File: src/rtl/mod12_counter.sv
// Free-running modulo-MODULUS up-counter with decoded terminal count,
// registered wrap strobe and one-hot state outputs.
module mod12_counter #(
    parameter int MODULUS = 12,
    parameter int WIDTH   = 4
) (
    input  logic               clk,
    input  logic               reset,
    output logic [WIDTH-1:0]   q,
    output logic               tc,
    output logic               wrap,
    output logic [MODULUS-1:0] q_onehot
);

    localparam logic [WIDTH-1:0] LAST = WIDTH'(MODULUS - 1);

    logic [WIDTH-1:0] qNext;
    logic             wrapNext;
    logic             illegal;

    // One extra bit so the compare still works when MODULUS == 2**WIDTH.
    assign illegal = ({1'b0, q} >= (WIDTH+1)'(MODULUS));

    always_ff @(posedge clk or negedge reset) begin
        if (!reset) begin
            q    <= '0;
            wrap <= 1'b0;
        end else begin
            q    <= qNext;
            wrap <= wrapNext;
        end
    end

    always_comb begin
        qNext    = q + WIDTH'(1);
        wrapNext = 1'b0;
        if (q == LAST) begin
            qNext    = '0;
            wrapNext = 1'b1;
        end else if (illegal) begin
            qNext    = '0;
        end
    end

    // Illegal codes match no index, so q_onehot falls to all zeros.
    always_comb begin
        tc = (q == LAST);
        for (int i = 0; i < MODULUS; i++) begin
            q_onehot[i] = (q == WIDTH'(i));
        end
    end

endmodule

File: config.mk
export PLATFORM = sky130hd
export DESIGN_NAME = mod12_counter
export DESIGN_NICKNAME = d
export VERILOG_FILES = /design/src/rtl/mod12_counter.sv
export SDC_FILE = /design/constraint.sdc
export NUM_CORES = 1
export LEC_CHECK = 0
export ABC_AREA = 1
export CAP_MARGIN = 20
export CORE_AREA = 3 3 40 42
export DETAILED_ROUTE_END_ITERATION = 16
export DIE_AREA = 0 0 43 45
export GPL_TIMING_DRIVEN = 0
export PLACE_DENSITY_LB_ADDON = 0.15
export SLEW_MARGIN = 20
export SYNTH_ARGS = -nofsm -noshare
export SYNTH_HDL_FRONTEND = slang
export SYNTH_SLANG_ARGS = --single-unit
File: constraint.sdc
create_clock -name clk -period 1.05 [get_ports clk]
set_input_delay 0.21 -clock clk [delete_from_list [all_inputs] [get_ports clk]]
set_output_delay 0.21 -clock clk [all_outputs]
set_load 0.05 [all_outputs]
[Yosys cells after proc, flatten, opt, wreduce, memory -nomap -nowiden]
Cells that the tools add are included.
Cells by class
  divide/modulo/power cells: 0
  shift-type cells: 0
  $mul: 0
  $lt $le $gt $ge: 1
  reductions and logical operators: 1
  equal/unequal tests: 11
  mux-type cells: 3
  $add $sub $neg: 1
  bitwise operators: 0
Operators with widths (count)
  $eq 4x3->1 const B: 4
  $eq 4x4->1 const B: 4
  $eq 4x2->1 const B: 2
  $mux 4: 2
  $add 4x1->4 const B: 1
  $eq 4x1->1 const B: 1
  $ge 4x4->1 const B: 1
  $logic_not 4->1: 1
  $mux 1: 1
Word-level totals
  output and inout port bits: 18
  memories kept: 0
  bits in read-only memories: 0
  RAM bits: 0
  register bits: 5
  input bits: 2
  logic and storage cells: 19
  latch bits: 0

[Longest topological paths before layout]
  depth after elaboration: 3
  mapped depth: 4

[Least setup slack after synthesis]
No wires, ideal clock.
  path type: flip-flop to output port
  start point: register q[1]
  end point: output port q_onehot[7]
  path buffers: 0
  data arrival time: 1.692 ns
  setup slack: -0.852 ns
  cell stages (with the launch flop): 4
  path through: dfrtp_1 -> ha_1 -> inv_1 -> nor2_1
On the way
  word-level cells in the longest chain between the ends: 1
Ends and longest elaborated chain
  start, declared: line 9  | output logic [WIDTH-1:0] q,
  start signal, assigned: line 29  | q <= qNext;
  $eq 4x3->1: line 49  | q_onehot[i] = (q == WIDTH'(i));
  end, declared: line 12  | output logic [MODULUS-1:0] q_onehot
Every way passes these cells.

[Worst setup path after layout]
  start point: register q[0]
  end point: output port q_onehot[9]
On the way
  word-level cells in the longest chain between the ends: 1
Ends and longest elaborated chain (line)
  $eq 4x4->1: 49
Every way passes these cells.

==> flow_metrics.env <==
export IMPL_status="complete, but fails checks"
export IMPL_violations="setup timing"
export IMPL_comb_power_share=0.016
export IMPL_critPathArrivalTime_ns=1.27
export IMPL_cts_tree="built"
export IMPL_multi_input_comb_area_sq_um=305.3
export IMPL_synth_area_sq_um=329.1
export IMPL_rr_worst_depth=7
export IMPL_dpl_hpwl_um=687
export IMPL_synth_nets=49
export IMPL_worst_slack_ns=-0.4329
export IMPL_fp_row_count=13
export IMPL_clock_root_buffer="clkbuf_4"
export IMPL_grt_use_total=0.1146
export IMPL_period_minus_slack_ns=1.483
export IMPL_crit_cells=5
export IMPL_insertion_delay_ns=0.24
export IMPL_critPathMaxStageDelay_ns=0.45
export IMPL_drtAntennaViolNets=0
export IMPL_crit_fanout=5
export IMPL_nets=83
export IMPL_grt_pass1_vias=358
export IMPL_worstSetupStartpointType="register"
export IMPL_yosys_register_bits=5
export IMPL_cp_buffers_inverters=3
export IMPL_avgViaCountPerCell=4.363
export IMPL_die_w_um=43
export IMPL_rsz0062_at_grt="true"
export IMPL_crit_chain="buf_4 > ha_4 > inv_6 > nor2_2 > buf_6"
export IMPL_grt_overflow=0
export IMPL_path_class="reg2out"
export IMPL_clock_path_buffers=2
export IMPL_h_tree_depth=1
export IMPL_synthCells=43
export IMPL_dr_pass1_iters=4
export IMPL_slew_violations=0
export IMPL_cts_buffers=3
export IMPL_drc=0
export IMPL_min_period_over_period=1.412
export IMPL_power_mw=0.4208
export IMPL_worst_ep_required_time_ns=0.84
export IMPL_grt_pass1_wl_mm=1.538
export IMPL_leakagePower_nw=0.3586
export IMPL_io_buffers=19
export IMPL_ys_top_cells_by_area="dfrtp_1 (38%), ha_1 (15%), nor2_1 (11%)"
export IMPL_ioPinCount=20
export IMPL_final_layout_size_suffix_gt1_frac=0.8684
export IMPL_fmax_mhz=674.3
export IMPL_relSlewSlack=0.8356
export IMPL_ir_drop_uv=638.3
export IMPL_slowest_stage="dfrtp_2"
export IMPL_tns_ns=-6.314
export IMPL_cp_top_family="flip-flops"
export IMPL_die_height_um=45
export IMPL_hold_path_class="in2async"
export IMPL_synthToLayoutAreaGrowth_pct=161.6
export IMPL_ctsHoldBuffers=0
export IMPL_p_clk_frac=0.524
export IMPL_final_setup_viol_count=20
export IMPL_finalWirelength_mm=1.166
export IMPL_cts_clk_slew_worst_paths_ns=0.05
export IMPL_regArea_sq_um=130.1
export IMPL_cts_sinks=5
export IMPL_grt_max_degree=7
export IMPL_num_vias=397
export IMPL_first_iter_violations=7
export IMPL_yosysSeqAreaShare=0.3802
export IMPL_p_switching_mw=0.08060
export IMPL_start_util=0.2561
export IMPL_dieArea_sq_um=1935
export IMPL_p_int_mw=0.3402
export IMPL_diodes=0
export IMPL_fp_coreArea_sq_um=1285
export IMPL_p_per_area_nw_per_um2=488.8
export IMPL_grt_antenna_before_repair=0
export IMPL_synth_top_area_cell="dfrtp_1"
export IMPL_rrSetupSlack_ns=-0.21
export IMPL_cap_violations=0
export IMPL_synth_top_cell_area_share=0.3802
export IMPL_wl_per_cell_um=12.81
export IMPL_fin_skew_ns=0.007317
export IMPL_routabilityCongestion=0.6077
export IMPL_fillCellCount=107
export IMPL_worst_pin_slew_ns=0.2483
export IMPL_yosys_warnings=0
export IMPL_seqPwrFrac=0.460
export IMPL_p_sw_frac=0.1915
export IMPL_yosysUniqueCellTypes=12
export IMPL_hold_viol_final=0
export IMPL_syn_area_per_cell_sq_um=7.653
export IMPL_endpoint_kind="primary output"
==> layer usage <==
layer,global-route usage,share of wire,vias to the layer above,routed length (um)
met5,0,0,-,0
met4,0.09036,0,0,0
met3,0.05179,0.042,0,49
met2,0.1587,0.57,11,666
met1,0.1369,0.39,191,450
li1,-,-,195,-
==> state kept, by name (all words and copies together), names as in the netlist <==
signal	count
q	4
wrap	1
==> final timing paths <==
path                           startpoint             end
min reg2reg                q[2]$_DFF_PN0_  q[3]$_DFF_PN0_
max                        q[0]$_DFF_PN0_     q_onehot[9]
min                                 reset  q[3]$_DFF_PN0_
min in group clk           q[2]$_DFF_PN0_  q[3]$_DFF_PN0_
max reg2reg                q[1]$_DFF_PN0_  q[1]$_DFF_PN0_
max in group asynchronous           reset  q[0]$_DFF_PN0_
==> through the flow <==
stage / area, sq um / std cells / utilization / hold WS, ns / setup WS, ns
after global placement: 610.6 / 77 / 0.4752 / 0.4429 / -0.8860
after floorplan: 401.6 / 43 / - / -0.08559 / -0.4992
after global routing: 860.8 / 91 / 0.6699 / 0.2028 / -0.4830
after CTS: 714.4 / 87 / 0.5560 / 0.1846 / -0.4355
after detailed placement: 610.6 / 77 / 0.4752 / 0.4456 / -0.8815
final: 860.8 / 91 / 0.6699 / 0.1865 / -0.4329
==> worst reg2reg max path, cell delays in order, from the launching register on <==
cell,delay [ns]
dfrtp_2,0.46
ha_4,0.20
inv_4,0.07
nor2_4,0.04
buf_4,0.13
buf_6,0.11
buf_4,0.13
nor2_4,0.06
==> Yosys cell counts <==
cell type	count
nor2_2	2
nand2_2	2
nand2_1	5
ha_1	4
buf_4	1
nor2_1	10
inv_2	2
inv_1	7
nor2_4	1
nand3_1	2
o21ai_1	2
dfrtp_1	5
==> cell type report <==
cell class	count	share of cell area
timing repair buffer	29	0.3619
inverter	9	0.06686
multi-input combinational	28	0.3547
clock buffer	4	0.03052
tap	15	0.02180
buffer	1	0.01308
sequential	5	0.1512
==> power groups by stage <==
| stage | Combinational, mW | Clock (mW) | Sequential (mW) |
|---|---|---|---|
| 4_1_cts | 0.00704 | 0.231 | 0.193 |
| 3_5_place_dp | 0.00694 | 0 | 0.196 |
| 2_1_floorplan | 0.000000107 | 0 | 0.196 |
| 5_1_grt | 0.00795 | 0.243 | 0.193 |
| 6_report | 0.00678 | 0.221 | 0.193 |
| 3_3_place_gp | 0.00685 | 0 | 0.196 |
==> cell usage in the layout (no fill, tap or decap), drive strengths merged <==
cell type      netlist  routed
dfrtp                5       5
nand2                7       7
clkbuf               0       4
inv                  9       8
buf                  1      29
nand3                2       2
o21ai                2       2
nor2                13      13
clkdlybuf4s50        0       1
ha                   4       4
clkinvlp             0       1
==> timing repair <==
| item | in CTS | in global routing |
|---|---|---|
| setup endpoints to repair | 18 | 19 |
| buffers inserted | 6 | 4 |
| gates resized for setup | 133 | 27 |
| pin swaps | 2 | 7 |
==> logic make-up after synthesis <==
logic type / Yosys count / share of synthesized area
fa+ha+maj: 4 / 0.1521
simple gates: 22 / 0.3118
flops: 5 / 0.3802
buf+inv: 10 / 0.1255
compound gates: 2 / 0.03042
No activity file was read; power rests on OpenSTA's default activity.
